**config.mk**
```make
export PLATFORM = sky130hd
export DESIGN_NAME = exhaustive_stim_gen
export DESIGN_NICKNAME = d
export VERILOG_FILES = /design/src/rtl/exhaustive_stim_gen.sv
export SDC_FILE = /design/constraint.sdc
export NUM_CORES = 1
export LEC_CHECK = 0
export CAP_MARGIN = 20
export CORE_AREA = 2 2 43 45
export CTS_CLUSTER_DIAMETER = 30
export DETAILED_ROUTE_END_ITERATION = 10
export DIE_AREA = 0 0 45 47
export GPL_TIMING_DRIVEN = 0
export PLACE_DENSITY = 0.82
export SYNTH_ARGS = -nofsm -noshare
export SYNTH_HDL_FRONTEND = slang
export SYNTH_SLANG_ARGS = --single-unit
```
**constraint.sdc**
```tcl
create_clock -name clk -period 2.45 [get_ports clk]
set_clock_uncertainty 0.2 [all_clocks]
set_input_delay 0.49 -clock clk [delete_from_list [all_inputs] [get_ports clk]]
set_output_delay 0.49 -clock clk [all_outputs]
set_load 0.02 [all_outputs]
```
**src/rtl/exhaustive_stim_gen.sv**
```systemverilog
// Clocked, handshaked sweep of all 2^WIDTH vectors into a combinational gate-under-test.
// Define GRAY_ORDER_EN to drive vectors in reflected Gray order; index always counts in binary.
module exhaustive_stim_gen #(
  parameter int WIDTH = 4,
  parameter int DWELL = 1
) (
  input  logic             clk,
  input  logic             rst_n,
  input  logic             start,
  input  logic             abort,
  input  logic             ready,
  output logic [WIDTH-1:0] vec,
  output logic             vec_valid,
  output logic [WIDTH-1:0] index,
  output logic             last,
  output logic             busy,
  output logic             done
);

  // Handshake: a vector is accepted on a rising edge where vec_valid=1, the
  // dwell time is met and ready=1; ready before dwell is met is ignored.
  typedef enum logic [1:0] {
    IDLE = 2'd0,
    RUN  = 2'd1,
    DONE = 2'd2
  } state_t;

  localparam logic [WIDTH-1:0] LAST_IDX = {WIDTH{1'b1}};
  localparam logic [7:0]       DWELL_M1 = 8'(DWELL - 1);

  function automatic logic [WIDTH-1:0] map_f(input logic [WIDTH-1:0] i);
`ifdef GRAY_ORDER_EN
    return i ^ (i >> 1);
`else
    return i;
`endif
  endfunction

  state_t           state_q, state_d;
  logic [WIDTH-1:0] index_q, index_d;
  logic [WIDTH-1:0] vec_q, vec_d;
  logic             valid_q, valid_d;
  logic             last_q, last_d;
  logic             busy_q, busy_d;
  logic             done_q, done_d;
  logic [7:0]       cnt_q, cnt_d;
  logic             dwell_met;

  always_ff @(posedge clk or negedge rst_n) begin
    if (!rst_n) begin
      state_q <= IDLE;
      index_q <= '0;
      vec_q   <= '0;
      valid_q <= 1'b0;
      last_q  <= 1'b0;
      busy_q  <= 1'b0;
      done_q  <= 1'b0;
      cnt_q   <= 8'd0;
    end else begin
      state_q <= state_d;
      index_q <= index_d;
      vec_q   <= vec_d;
      valid_q <= valid_d;
      last_q  <= last_d;
      busy_q  <= busy_d;
      done_q  <= done_d;
      cnt_q   <= cnt_d;
    end
  end

  always_comb begin
    state_d   = state_q;
    index_d   = index_q;
    vec_d     = vec_q;
    valid_d   = valid_q;
    done_d    = done_q;
    cnt_d     = cnt_q;
    dwell_met = (cnt_q >= DWELL_M1);

    if (abort) begin
      state_d = IDLE;
      index_d = '0;
      vec_d   = '0;
      valid_d = 1'b0;
      done_d  = 1'b0;
      cnt_d   = 8'd0;
    end else begin
      unique case (state_q)
        IDLE, DONE: begin
          if (start) begin
            state_d = RUN;
            index_d = '0;
            vec_d   = map_f('0);
            valid_d = 1'b1;
            done_d  = 1'b0;
            cnt_d   = 8'd0;
          end
        end
        RUN: begin
          if (dwell_met && ready) begin
            cnt_d = 8'd0;
            // Terminal count ends the sweep explicitly instead of wrapping.
            if (index_q == LAST_IDX) begin
              state_d = DONE;
              valid_d = 1'b0;
              done_d  = 1'b1;
            end else begin
              index_d = index_q + WIDTH'(1);
              vec_d   = map_f(index_q + WIDTH'(1));
            end
          end else if (cnt_q != 8'hFF) begin
            cnt_d = cnt_q + 8'd1;
          end
        end
        default: begin
          state_d = IDLE;
          valid_d = 1'b0;
          done_d  = 1'b0;
        end
      endcase
    end

    last_d = valid_d && (index_d == LAST_IDX);
    busy_d = (state_d == RUN);
  end

  assign vec       = vec_q;
  assign vec_valid = valid_q;
  assign index     = index_q;
  assign last      = last_q;
  assign busy      = busy_q;
  assign done      = done_q;

endmodule

```
### Word-level counts from Yosys, hierarchy flattened

Index checks and enable logic that the tools add are counted.

* register bits after elaboration: 22
* bits of input ports: 5
* output and inout bits: 12
* word-level logic and storage cells: 60

* $add $sub $neg: 2
* $lt $le $gt $ge: 1
* equality and inequality tests: 11
* mux-type cells: 30
* reduce and logical (&&, ||, !) cells: 8

Operators by type and width (number)
* two-way mux 4 bit: 8
* two-way mux 8 bit: 4
* case mux 4 bit (2 select lines): 2
* case mux 8 bit (2 select lines): 1
* inequality test 3 bit (second input constant): 4
* adder 8 x 1 -> 8 bit (second input constant): 1
* == test 4 bit (second input constant): 2
* >= comparator 8 x 1 -> 1 bit (second input constant): 1
* two-way mux 1 bit: 8
* two-way mux 2 bit: 4
* inequality test 8 bit (second input constant): 1
* AND reduction 3 bit: 2
* adder 4 x 1 -> 4 bit (second input constant): 1
* == test 2 x 1 -> 1 bit (second input constant): 2
* inequality test 4 bit (second input constant): 1
* case mux 1 bit (2 select lines): 2
* case mux 2 bit (2 select lines): 1
* AND reduction 4 bit: 1
* nonzero test 3 bit: 1
* == test 2 bit (second input constant): 1
* logical AND 1 bit: 2
* zero test 2 bit: 1
* OR reduction 2 bit: 1

### Depth between registers and ports, before layout

* word-level depth: 7
* gate-level depth with buffers: 5
* depth with buffers taken out: 5

### Worst setup path before layout

No wires, ideal clock.

* path type: register -> register
* start: register index_q[0], in the netlist index[0]
* end: register last_q, in the netlist last
* setup time: 96 ps
* data arrival time: 1518 ps
* data required time: 2154 ps
* slack: 636 ps
* stages on the path, launching flop included: 6
* buffers on the path: 0
* period minus slack after synthesis: 1814 ps
* cell sequence: dfrtp_1 > ha_1 > and4_1 > o32ai_1 > o2111ai_1 > nor4_2

* word-level cells in the longest chain between the ends: 7
* elaborated cells on any way between the ends: 13
* those cells by class: add/sub (1); eq/ne (2); mux (9); reduce/logical (1)

RTL lines
* start, declared: RTL line 40 `logic [WIDTH-1:0] index_q, index_d;`
* start signal, assigned: RTL line 61 `index_q <= index_d;`
* adder 4 x 1 -> 4 bit / == test 4 bit (equally long branches): RTL line 108, 103
* two-way mux 4 bit: RTL line 103 `if (index_q == LAST_IDX) begin`
* two-way mux 4 bit: RTL line 100 `if (dwell_met && ready) begin`
* case mux 4 bit (2 select lines): RTL line 88 `unique case (state_q)`
* two-way mux 4 bit: RTL line 80 `if (abort) begin`
* == test 4 bit: RTL line 123 `last_d = valid_d && (index_d == LAST_IDX);`
* logical AND 1 bit *: RTL line 123
* net last_d: RTL line 43 `logic last_q, last_d;`
* end signal, assigned: RTL line 64 `last_q <= last_d;`
* end, declared: RTL line 43

The timed path passes the listed nets; every way through them passes the cells marked *.
A chain may end at the register's enable or synchronous reset.

### Worst setup path in the final report

* start: register index_q[2], in the netlist index[2]
* end: output index[2]

RTL lines
* end, declared: RTL line 14 `output logic [WIDTH-1:0] index,`

No word-level cell between the ends.

==> run_results.csv <==
group,metric,value,unit
yosys,synth_ff_type,"dfrtp_1",
yosys,syn_avg_cell_area,9.69,um^2
worst_hold_path,hold_path.class,"reg -> reg",
grt,track_usage,17.4,%
worst_setup_path,crit_arrival,1.48,ns
yosys,yosys-top-cells-area,"dfrtp_1 (49%), a21oi_1 (4.9%), nand2_1 (3.7%), nand3_1 (3.5%), inv_1 (3.1%)",
yosys,synth_warnings,0,
clocking,ctsResizeCount,0,
yosys,postSynthCellCount,74,
sta,drv_slew,0,
yosys,syn_nets,80,
yosys,synth_top_area_share,48.9,%
sta,setup_viol,0,
clocking,cts_tree,"done",
routing,drt-initial-drc-count,18,
grt,antenna_found_initial,0,
yosys,async_flop_share,100,%
routing,wl_met3,102,um
yosys,synth_area,717,um^2
floorplan,die_y,47,um
grt,overflow,0,
routing,num_vias,636,
yosys,yosysUniqueCellTypes,32,
placement,dpl.hpwl,1120,um
routing,first_pass_iters,4,
clocking,cts_setup_buffers,0,
final_layout,antenna_cells,0,
sta,rsz0062_at_grt,"false",
routing,drtAntennaViolNets,0,
yosys,seq_area_frac_synth,48.9,%
worst_setup_path,worstPathCellList,"clkdlybuf4s50_1",
floorplan,dieArea,2120,um^2
worst_setup_path,cp_top_family,"buffers and inverters",
clocking,cts_buffer_depth,2,
final_layout,layout.cells.most_common_list,"clkdlybuf4s50_1 (16), dfrtp_1 (14), a21oi_1 (7), nand2_1 (7), inv_1 (6)",
worst_setup_path,critical-path-max-stage-delay,0.67,ns
routing,wire_per_inst,13.9,um
floorplan,boundaryPins,17,
floorplan,core,1650,um^2
yosys,netlist.top_cell.by_area,"dfrtp_1",
worst_setup_path,rrSetupSlack,0.52,ns
placement,place_area,898,um^2
grt,grt_pass1_wl,2620,um
clocking,path_clk_slew,0.09,ns
worst_setup_path,worst-path-max-fanout,9,
routing,wl_met2,719,um
routing,viasPerCell,5.73,
final_layout,mostFrequentLayoutCell,"clkdlybuf4s50_1",
flow_run,drv_cap,0,
clocking,cts_buffers,3,
sta,timing.fmax,461,MHz
worst_setup_path,crit_type,"reg -> out",
clocking,h-tree-depth,1,
final_layout,syn_to_final_growth,30.4,%
floorplan,initial_core_util,43.4,%
clocking,cts_sinks,14,
clocking,cts_hold_buf,0,
grt,grt_start_max_net_pins,15,
final_layout,drive_gt1_share,10.6,%
sta,hold_viol_final,0,
worst_setup_path,start_kind,"flop",
clocking,clockRootBuffer,"clkbuf_4",
sta,tns,0,ns
yosys,synth_edf_count,0,
final_layout,fin_area,935,um^2
placement,place_congestion,0.826,
routing,top_layer_used,"met4",
worst_setup_path,critPathCaptureType,"output port",
floorplan,num_rows,15,
outcome,status,"finished, final reports clean",
worst_setup_path,critPathBufInv,1,
sta,max_slew_margin,58.5,%
final_layout,nets,101,
floorplan,die_w,45,um
pwr,power.total,486,uW
pwr,p_per_area,520,nW/um^2
grt,grt_pass1_vias,616,
pwr,power.leakage,0.436,nW
worst_setup_path,cpMaxStageDelayCell,"clkdlybuf4s50_1",
routing,wl_met1,685,um
clocking,clkLatencyLatePin,0.29,ns
placement,port_buffers,16,
yosys,ys_ff_latch,14,
worst_setup_path,critical_path_required,1.76,ns
sta,period_needed,2.17,ns
routing,drc_errors,0,
sta,finalCritPeriodShare,88.5,%
pwr,vdd_drop_max,0.000250,V
routing,routed_wl,1540,um
sta,tightest_slew,0.621,ns
where the power goes:
part	internal [mW]	total (mW)	switching (mW)	leakage, nW
logic	0.0290	0.0674	0.0384	0.224
registers	0.238	0.245	0.00741	0.191
clock network	0.0906	0.173	0.0822	0.0210
stage by stage:
| stage | cells | setup slack, ns | hold WS (ns) | util [%] |
|---|---|---|---|---|
| after floorplan | 74 | 0.636 | -0.00559 | - |
| final | 111 | 0.281 | 0.319 | 56.6 |
| after global placement | 107 | 0.262 | 0.305 | 54.4 |
| after CTS | 111 | 0.290 | 0.323 | 56.6 |
| after detailed placement | 107 | 0.258 | 0.310 | 54.4 |
| after global routing | 111 | 0.254 | 0.353 | 56.6 |
cell families (layout without fill, tap and decap cells):
group / after synthesis / count (layout) / share of synthesized area (%)
XOR/XNOR: 2 / 2 / 2.44
AND/OR/NAND/NOR: 29 / 29 / 23.6
flip-flops: 14 / 14 / 48.9
buffers and inverters: 7 / 27 / 3.84
adder cells (fa/ha/maj): 1 / 1 / 1.74
AO/OA/AOI/OAI: 21 / 21 / 19.5
routing by layer:
layer  vias to the layer above  track usage [%]
met3                         5             3.08
li1                        310                -
met1                       295             22.3
met2                        26             27.4
met5                         -                0
met4                         0             10.6
area by class of cell:
class / instances / area, um^2
fill: 155 / 717
sequential: 14 / 350
multi-input combinational: 53 / 339
timing repair buffer: 16 / 160
clock buffer: 4 / 36.3
inverter: 6 / 22.5
tap: 17 / 21.3
buffer: 1 / 5.00
synthesized netlist by cell type, types with 2 or more instances:
library cell   n
dfrtp_1       14
a21oi_1        7
nand2_1        7
inv_1          6
nand3_1        5
nor2_1         5
o21ai_0        4
a21o_1         2
worst paths after layout:
kind | cells past startpoint | from | endpoint
max in group asynchronous | 1 | rst_n | vec[2]$_DFFE_PN0P_
worst min register to register | 2 | vec[3]$_DFFE_PN0P_ | vec[3]$_DFFE_PN0P_
worst min-delay path | 2 | vec[3]$_DFFE_PN0P_ | vec[3]$_DFFE_PN0P_
worst max-delay path | 1 | index[2]$_DFF_PN0_ | index[2]
worst max register to register | 5 | index[0]$_DFF_PN0_ | last$_DFF_PN0_
min in group asynchronous | 1 | rst_n | state_q[1]$_DFF_PN0_
sequential cells by signal, summed over array words and instances (netlist names):
signal	cells
vec_valid	1
last	1
index	4
busy	1
vec	4
state_q	2
done	1
Note: power is estimated with default switching activity, not from simulation.
